--- src/rtl/nbcac_pkg.sv ---
// -----------------------------------------------------------------------------
// nbcac_pkg
// Shared definitions for the NB-CAC (Fibonacci-weighted crosstalk-avoidance)
// encoder and its matching decoder.
//   nbcac_weight(k, code_w) : weight S(k) of codeword bit k (1-based)
//   nbcac_max_val(code_w)   : largest value representable, 2*S(2)-1
//   nbcac_state_t           : encoder FSM states
//   NBCAC_WGT_W             : width used for weight values in hardware
// -----------------------------------------------------------------------------
package nbcac_pkg;

    typedef enum logic [1:0] {
        IDLE = 2'd0,
        ENC  = 2'd1,
        DONE = 2'd2
    } nbcac_state_t;

    localparam int NBCAC_WGT_W = 32;

    // S(1)=1, S(code_w)=S(code_w-1)=2, S(k)=S(k+1)+S(k+2) otherwise.
    // Built from the top end down, so the value is a pure constant of code_w.
    function automatic int nbcac_weight(input int k, input int code_w);
        int a;
        int b;
        int c;
        if (k == 1) begin
            return 1;
        end
        if (k >= code_w - 1) begin
            return 2;
        end
        a = 2;  // S(j+1)
        b = 2;  // S(j+2)
        for (int j = code_w - 2; j >= k; j--) begin
            c = a + b;
            b = a;
            a = c;
        end
        return a;
    endfunction

    function automatic int nbcac_max_val(input int code_w);
        return 2 * nbcac_weight(2, code_w) - 1;
    endfunction

endpackage

--- src/rtl/nbcac_seq_encoder_step.sv ---
// -----------------------------------------------------------------------------
// nbcac_step
// Combinational single-bit decision of the greedy mixed-radix decomposition.
//   r      : current remainder
//   s_k    : weight S(k) of the bit being decided
//   s_k1   : weight S(k+1)
//   d_prev : previously decided bit d[k-1]
//   d_k    : decided bit d[k]
//   r_next : remainder after removing S(k)*d[k]
// -----------------------------------------------------------------------------
module nbcac_step #(
    parameter int R_W = 8,
    parameter int S_W = 32
) (
    input  logic [R_W-1:0] r,
    input  logic [S_W-1:0] s_k,
    input  logic [S_W-1:0] s_k1,
    input  logic           d_prev,
    output logic           d_k,
    output logic [R_W-1:0] r_next
);

    logic [S_W:0] r_x;
    logic [S_W:0] lo;
    logic [S_W:0] hi;

    always_comb begin
        r_x = (S_W + 1)'(r);
        lo  = {1'b0, s_k};
        hi  = {1'b0, s_k} + {1'b0, s_k1};
        // Ambiguous band [S(k), S(k)+S(k+1)) repeats the previous bit; this is
        // what keeps isolated 1s and 0s out of the codeword.
        if (r_x >= hi) begin
            d_k = 1'b1;
        end else if (r_x < lo) begin
            d_k = 1'b0;
        end else begin
            d_k = d_prev;
        end
        // When d_k is set, S(k) <= r, so the truncated weight fits in R_W bits.
        r_next = d_k ? (r - R_W'(s_k)) : r;
    end

endmodule

--- src/rtl/nbcac_seq_encoder.sv ---
// -----------------------------------------------------------------------------
// nbcac_seq_encoder
// Multi-cycle NB-CAC encoder: DATA_W-bit binary word -> CODE_W-bit codeword,
// one codeword bit per clock, greedy decomposition with tie-to-previous-bit.
// Optional build macro: NBCAC_RANGE_CHK_EN adds range_err and forces a zero
// codeword for inputs above 2*S(2)-1.
// Ports:
//   clk, rst_n           : clock, asynchronous active-low reset
//   in_valid / in_ready  : input handshake, in_data sampled only at accept
//   in_data              : binary value v
//   out_valid / out_ready: output handshake, out_code held until accepted
//   out_code             : codeword, bit 0 = d[1]
//   busy                 : encode in progress
//   range_err            : (NBCAC_RANGE_CHK_EN only) input out of range
// -----------------------------------------------------------------------------
module nbcac_seq_encoder
    import nbcac_pkg::*;
#(
    parameter int DATA_W = 7,
    parameter int CODE_W = 10
) (
    input  logic              clk,
    input  logic              rst_n,
    input  logic              in_valid,
    output logic              in_ready,
    input  logic [DATA_W-1:0] in_data,
    output logic              out_valid,
    input  logic              out_ready,
    output logic [CODE_W-1:0] out_code,
    output logic              busy
`ifdef NBCAC_RANGE_CHK_EN
    ,
    output logic              range_err
`endif
);

    localparam int R_W   = DATA_W + 1;
    localparam int KW    = $clog2(CODE_W + 2);
    localparam int WGT_W = NBCAC_WGT_W;

    if (CODE_W < 4) begin : g_code_w_chk
        $error("nbcac_seq_encoder: CODE_W must be at least 4");
    end
    if ((64'd1 << DATA_W) > (64'(nbcac_weight(2, CODE_W)) * 64'd2)) begin : g_range_chk
        $error("nbcac_seq_encoder: 2**DATA_W exceeds the codeword range 2*S(2)");
    end

`ifdef NBCAC_RANGE_CHK_EN
    localparam int unsigned MAX_VAL = int'(nbcac_max_val(CODE_W));
    logic range_err_nxt;
`endif

    nbcac_state_t      state;
    nbcac_state_t      state_nxt;
    logic [R_W-1:0]    r;
    logic [R_W-1:0]    r_nxt;
    logic [KW-1:0]     k;
    logic [KW-1:0]     k_nxt;
    logic [CODE_W-1:0] code_nxt;

    logic [WGT_W-1:0]  s_k;
    logic [WGT_W-1:0]  s_k1;
    logic              d_prev;
    logic              d_k;
    logic [R_W-1:0]    r_step;

    // k-indexed weight mux; every entry is an elaboration-time constant.
    always_comb begin
        s_k  = '0;
        s_k1 = '0;
        for (int i = 2; i <= CODE_W - 1; i++) begin
            if (k == KW'(i)) begin
                s_k  = WGT_W'(nbcac_weight(i, CODE_W));
                s_k1 = WGT_W'(nbcac_weight(i + 1, CODE_W));
            end
        end
    end

    // d[k-1] lives in out_code[k-2].
    always_comb begin
        d_prev = 1'b0;
        for (int i = 0; i < CODE_W; i++) begin
            if (k == KW'(i + 2)) begin
                d_prev = out_code[i];
            end
        end
    end

    nbcac_step #(
        .R_W (R_W),
        .S_W (WGT_W)
    ) u_step (
        .r      (r),
        .s_k    (s_k),
        .s_k1   (s_k1),
        .d_prev (d_prev),
        .d_k    (d_k),
        .r_next (r_step)
    );

    always_comb begin
        state_nxt = state;
        r_nxt     = r;
        k_nxt     = k;
        code_nxt  = out_code;
`ifdef NBCAC_RANGE_CHK_EN
        range_err_nxt = range_err;
`endif
        unique case (state)
            IDLE: begin
                if (in_valid) begin
                    state_nxt   = ENC;
                    code_nxt    = '0;
                    code_nxt[0] = in_data[0];
                    r_nxt       = {1'b0, in_data} - R_W'(in_data[0]);
                    k_nxt       = KW'(2);
`ifdef NBCAC_RANGE_CHK_EN
                    range_err_nxt = (32'(in_data) > MAX_VAL);
`endif
                end
            end
            ENC: begin
                if (k < KW'(CODE_W)) begin
                    for (int i = 0; i < CODE_W; i++) begin
                        if (k == KW'(i + 1)) begin
                            code_nxt[i] = d_k;
                        end
                    end
                    r_nxt = r_step;
                    k_nxt = k + KW'(1);
                end else begin
                    // Last wire absorbs whatever remainder is left.
                    code_nxt[CODE_W-1] = (r != '0);
                    state_nxt          = DONE;
`ifdef NBCAC_RANGE_CHK_EN
                    if (range_err) begin
                        code_nxt = '0;
                    end
`endif
                end
            end
            DONE: begin
                if (out_ready) begin
                    state_nxt = IDLE;
                end
            end
            default: begin
                state_nxt = IDLE;
            end
        endcase
    end

    // Handshake flags are registered from the next state so they cannot glitch.
    always_ff @(posedge clk or negedge rst_n) begin
        if (!rst_n) begin
            state     <= IDLE;
            r         <= '0;
            k         <= '0;
            out_code  <= '0;
            out_valid <= 1'b0;
            in_ready  <= 1'b1;
            busy      <= 1'b0;
`ifdef NBCAC_RANGE_CHK_EN
            range_err <= 1'b0;
`endif
        end else begin
            state     <= state_nxt;
            r         <= r_nxt;
            k         <= k_nxt;
            out_code  <= code_nxt;
            out_valid <= (state_nxt == DONE);
            in_ready  <= (state_nxt == IDLE);
            busy      <= (state_nxt == ENC);
`ifdef NBCAC_RANGE_CHK_EN
            range_err <= range_err_nxt;
`endif
        end
    end

endmodule
--- config.mk ---
export PLATFORM = sky130hd
export DESIGN_NAME = nbcac_seq_encoder
export DESIGN_NICKNAME = d
export VERILOG_FILES = /design/src/rtl/nbcac_pkg.sv /design/src/rtl/nbcac_seq_encoder_step.sv /design/src/rtl/nbcac_seq_encoder.sv
export SDC_FILE = /design/constraint.sdc
export NUM_CORES = 1
export LEC_CHECK = 0
export CAP_MARGIN = 30
export CORE_UTILIZATION = 62
export CTS_CLUSTER_SIZE = 8
export DETAILED_ROUTE_END_ITERATION = 8
export GPL_ROUTABILITY_DRIVEN = 0
export PLACE_DENSITY_LB_ADDON = 0.1
export SYNTH_ARGS = -nofsm -noshare
export SYNTH_HDL_FRONTEND = slang
export SYNTH_HIERARCHICAL = 1
export SYNTH_SLANG_ARGS = --single-unit
export TNS_END_PERCENT = 30
--- constraint.sdc ---
create_clock -name clk -period 6.2 [get_ports clk]
set_clock_uncertainty 0.2 [all_clocks]
set_input_delay 0.62 -clock clk [delete_from_list [all_inputs] [get_ports clk]]
set_output_delay 0.62 -clock clk [all_outputs]
set_load 0.01 [all_outputs]
**Word level (Yosys, flattened, before mapping)**

Cells that the tools add are included.

- Register bits: 27

- Reductions and logical operators: 16
- Add/subtract/negate cells: 4
- Multiplexer cells: 53
- Equality and inequality tests: 28
- Magnitude comparators: 3

Operators by type and width:

| cell | count |
|---|---|
| 2-to-1 mux 32 bit | 13 |
| AND reduction 4 bit | 10 |
| adder 32 x 32 -> 33 bit | 1 |
| greater-or-equal comparator 8 x 33 -> 1 bit | 1 |
| less-than comparator 8 x 32 -> 1 bit | 1 |
| 2-to-1 mux 8 bit | 3 |
| != test 2 bit, second input constant | 12 |
| 2-to-1 mux 1 bit | 23 |
| case mux 10 bit (2 select lines) | 1 |
| == test 4 x 3 -> 1 bit, second input constant | 4 |
| == test 4 bit, second input constant | 4 |
| case mux 8 bit (2 select lines) | 1 |
| 2-to-1 mux 7 bit | 2 |
| 2-to-1 mux 10 bit | 1 |
| 2-to-1 mux 9 bit | 1 |
| == test 4 x 2 -> 1 bit, second input constant | 2 |
| 2-to-1 mux 4 bit | 2 |
| case mux 4 bit (2 select lines) | 1 |
| nonzero test 8 bit | 1 |
| subtractor 7 x 1 -> 8 bit | 1 |
| subtractor 8 bit | 1 |
| 2-to-1 mux 2 bit | 3 |
| 2-to-1 mux 6 bit | 1 |
| case mux 2 bit (3 select lines) | 1 |
| other kinds (9) | 13 |

**Depth between registers and ports, before layout**

- Word-level depth: 16
- Depth in mapped cells: 25
- Mapped depth without buffers: 25

**Modules after synthesis**

The synthesis kept the hierarchy.

By module, submodules not included:

| module | cells each | instances | seq. area each (um2) | area each (um2) |
|---|---|---|---|---|
| nbcac_step | 388 | 1 | 0.0 | 2677.6 |
| nbcac_seq_encoder | 196 | 1 | 676.9 | 1679.1 |

**Worst setup path before layout**

Ideal clock, no wire load.

- Kind: register -> register
- Start point: reg k[1]
- End point: reg r[2]
- Arrival time: 4.987 ns
- Slack: 0.889 ns
- Cell stages (with the launch flop): 25
- Data required time: 5.876 ns
- Cells stage by stage: dfrtp_1 -> inv_1 -> ha_1 -> nor2b_4 -> o21ai_0 -> nor2b_1 -> o21ai_0 -> inv_1 -> fa_1 -> nand2b_1 -> nand2b_1 -> a21oi_1 -> xor2_1 -> ha_1 -> nand4_1 -> o211ai_1 -> a311oi_1 -> nor4_1 -> nand4_1 -> nor4_1 -> nand4_1 -> o41ai_4 -> mux2_2 -> mux2i_1 -> o21ai_1

RTL lines:

| element | RTL line | text |
|---|---|---|
| start, declared | nbcac_seq_encoder.sv:57 | `logic [KW-1:0] k;` |
| start signal, assigned | nbcac_seq_encoder.sv:169 | `k <= k_nxt;` |
| == test 4 x 2 -> 1 bit | nbcac_seq_encoder.sv:72 | `if (k == KW'(i)) begin` |
| 2-to-1 mux 7 bit | nbcac_seq_encoder.sv:72 |  |
| 2-to-1 mux 32 bit (5 in series) | nbcac_seq_encoder.sv:72 |  |
| 2-to-1 mux 32 bit * | nbcac_seq_encoder.sv:72 |  |
| net s_k[1] | nbcac_seq_encoder.sv:61 | `logic [WGT_W-1:0] s_k;` |
| subtractor 8 bit * | nbcac_seq_encoder_step.sv:41 | `r_next = d_k ? (r - R_W'(s_k)) : r;` |
| 2-to-1 mux 8 bit * | nbcac_seq_encoder_step.sv:41 |  |
| net r_step[2] | nbcac_seq_encoder.sv:65 | `logic [R_W-1:0] r_step;` |
| 2-to-1 mux 8 bit * | nbcac_seq_encoder.sv:123 | `if (k < KW'(CODE_W)) begin` |
| case mux 8 bit (2 select lines) * | nbcac_seq_encoder.sv:109 | `unique case (state)` |
| end signal, assigned | nbcac_seq_encoder.sv:168 | `r <= r_nxt;` |
| end, declared | nbcac_seq_encoder.sv:55 | `logic [R_W-1:0] r;` |

Mark *: on every way through the listed nets, which the timed path passes. The rest lies on a longest branch. The select of a mux whose other input is x is not followed.
A chain may end at the register's enable or synchronous reset.

**Final worst setup path**

- Start point: reg k[1]
- End point: reg r[5]

Same word-level chain as after synthesis.

==> impl_summary.txt <==
----------------------------------------------------
[Global route]
  First-pass GRT wire length ... 18300 um
  Grt ovf ... 0
  Total track usage ... 30.3%
  Number of antenna violations at the first check in global routing ... 0
  Number of global-route vias before repair ... 3969
  Maximum number of pins on one net before global-route repair ... 28

[Routing]
  Routed vias ... 4533
  Router iterations before antenna repair ... 5
  Via density per instance ... 5.93
  DRT antenna net count ... 0
  Routed length per placed instance ... 14.4 um
  DR iter-0 viols ... 413
  Total detailed-routing wirelength ... 11000 um
  Count of unresolved DRC violations after routing ... 0

[Power]
  Power density cells ... 360 nW/um^2
  Peak ir drop on the vdd network ... 0.000270 V
  LEAKAGE ... 2.32 nW

[Status]
  Run status ... completed

[Finish]
  Count of inserted antenna diode cells ... 0
  Area Overhead vs Synth ... 13.9%
  Nets@finish ... 734
  Total of fill cells in the finished design ... 587
  Proportion of layout cells with a drive suffix above 1 ... 6.59%
  Finished layout cell area ... 4960 sq um
  Combined area of the multi-input logic cells ... 3730 sq um
  Area taken by flip-flops and latches ... 677 sq um
  Non-filler cells, final ... 764
  Final core utilization ... 73.0%

[Place]
  Standard cell area after detailed placement ... 4900 sq um
  Cell count after placement ... 760
  Final HPWL DP ... 8870 um
  Port buffer count ... 23
  Setup Slack @ Placement ... 0.115 ns

[Logic synthesis]
  Async set-reset flop share out of synthesis ... 100%
  Commonest cells in the netlist ... 68 x nand2_1, 52 x a21oi_1, 52 x ha_1
  Adder and majority cell fraction of the synthesized area ... 15.9%
  Number of flops mapped to enable cells by yosys ... 0
  Dominant combinational cell family by area after synthesis ... compound AO/OA/AOI/OAI gates
  Synthesized-area fraction occupied by and/or/nand/nor cells ... 24.4%
  Largest area contributor in the synthesized netlist ... dfrtp_1
  Synth top area cells ... dfrtp_1 15%, ha_1 15%, a21oi_1 6.0%
  Most common cell in the synthesized netlist ... nand2_1
  Synth cell types ... 71
  XOR/XNOR Fraction of Synth Area ... 4.42%
  Post-synthesis instance area ... 4360 sq um
  Synthesized flop and latch total ... 27
  Syn Area/Cell ... 7.46 sq um
  Area fraction in compound gates after synthesis ... 28.8%
  Multiplexer share of the synthesized area ... 5.20%
  Number of warnings printed during yosys synthesis ... 6
  Share of the synthesized area in the top cell type ... 14.9%
  Most frequently used flop master after synthesis ... dfrtp_1
  Share of synthesized area occupied by flip-flops and latches ... 15.5%
  Count of mapped cells out of synthesis ... 584

[STA]
  Worst-margin pin slew ... 1.02 ns
  Max Clk Rate ... 0.172 GHz
  Setup TNS ... 0 ns
  Setup slack after layout ... 0.370 ns
  Shortest clock period the worst path allows after layout ... 5.83 ns
  Setup repair after global routing missed its margin ... false
  Headroom to the max-slew limit ... 31.8%
  Final number of hold-violating endpoints ... 0
  Portion of the clock cycle consumed by the worst path in the final layout ... 94.0%
  Count of final setup violators ... 0
  Pins over their slew limit ... 0

[Clock network]
  Worst-Skew Late Latency ... 0.28 ns
  H-tree Lvls ... 1
  Cts bufs inserted ... 3
  Clock input transition at the sequential cells of the worst setup and hold paths ... 0.10 ns
  # Post-CTS Setup Buffers ... 0
  Count of clock tree sinks ... 27
  Number of buffers between clock root and the deepest sink ... 2
  Clock tree from TritonCTS ... done
  CTS root buffer ... clkbuf_8

[Worst setup path]
  Kind of launch point of the worst setup path ... flop
  Worst Path Max Fanout ... 8
  Arrival time worst endpoint ... 5.76 ns
  Classification of the worst setup path ... flop to flop
  WP data required ... 6.13 ns
  Kind of capture point of the worst setup path ... flop
  Launch point of the worst reg-to-reg path ... k[1]
  Critical Path Start ... k[1]

[Hold path]
  Class of the worst hold path ... flop to flop
  Startpoint of the worst hold path ... out_code[8]

[Floorplan]
  I/O pin cnt ... 24
  Initial core utilization ... 64.1%
  Total die area ... 7370 sq um
  Die extent in y ... 85.8 um
  Die X ... 85.8 um
  Total core area ... 6790 sq um
  Number of placement rows ... 30

[Job]
  Number of max-cap violations ... 0

----------------------------------------------------
sequential cells by signal, indices dropped and copies added (netlist names):
name / count
out_valid: 1
in_ready: 1
r: 8
k: 4
busy: 1
out_code: 10
state: 2
kinds of logic (layout without fill, tap and decap cells):
group	Yosys count	after routing
AO/OA/AOI/OAI	199	199
XOR/XNOR	22	22
adder cells (fa/ha/maj)	54	54
buffers and inverters	55	61
flip-flops	27	27
multiplexers	21	21
other	1	79
AND/OR/NAND/NOR	205	205
final timing paths:
path,end,slack [ns],depth (start not counted)
hold reg to reg,out_code[8],0.36,2
setup reg to reg,r[5],0.37,25
max in group asynchronous,in_ready,5.00,2
setup / recovery,r[5],0.37,25
hold / removal,out_code[8],0.36,2
min in group asynchronous,out_code[0],0.50,2
critical path, cell delays in order, from the launching register on:
cell and delay [ns]:
dfrtp_1 0.48, inv_1 0.14, ha_2 0.27, nor2b_4 0.21, o21ai_0 0.11, nor2b_1 0.15
o21ai_2 0.22, inv_1 0.12, fa_1 0.47, nand2b_1 0.21, nand2b_1 0.10, a21oi_1 0.07
xor2_1 0.16, ha_1 0.32, nand4_1 0.13, o211ai_1 0.23, a311oi_1 0.16, nor4_1 0.37
nand4_1 0.14, nor4_1 0.22, nand4_1 0.18, o41ai_4 0.22, buf_4 0.23, mux2_2 0.35
mux2i_1 0.13, o21ai_1 0.07
report_power, final:
part,leakage [nW],switching [mW],internal [mW]
clock,0.0217,0.0605,0.0458
combinational,1.94,0.796,0.580
sequential,0.350,0.0718,0.230
layer usage:
metal / GRT usage [%] / share of wire, % / vias to the layer above
met1: 44.2 / 46 / 2092
met3: 2.89 / 6.9 / 12
met4: 5.00 / 0.94 / 0
li1: - / - / 2251
met2: 49.1 / 46 / 178
met5: 0 / 0 / -
timing repair:
item / 4_1_cts / 5_1_grt
gates resized for setup: 0 / 4
setup endpoints to repair: 0 / 16
hold buffers: 0 / 0
cell usage in the layout, fill, tap and decap left out, drive strengths merged, types with 6 or more instances in the layout:
cell type      count
conb              79
nand2             69
o21ai             67
a21oi             53
ha                52
nor2              41
inv               27
dfrtp             26
clkdlybuf4s50     23
nand4             16
a21o              15
nand3             13
xnor2             13
nand2b            12
o21a              11
mux2i             11
nor4              10
mux2              10
xor2               9
nor2b              9
a31oi              7
buf                7
nor3               6
or3                6
metrics by stage:
stage | hold slack, ns | total power [mW]
floorplan | 0.124 | 1.35
global placement | 0.318 | 1.54
detailed placement | 0.329 | 1.60
CTS | 0.352 | 1.71
global route | 0.384 | 1.95
finish | 0.358 | 1.78
final cells by class:
class	instances	share of cell area (%)
inverters	27	2.04
well taps	96	2.42
clock buffers	3	0.832
multi-input cells	580	75.2
flip-flops and latches	27	13.6
repair buffers	30	5.70
clock inverters	1	0.151
No activity file was read; power rests on OpenSTA's default activity.
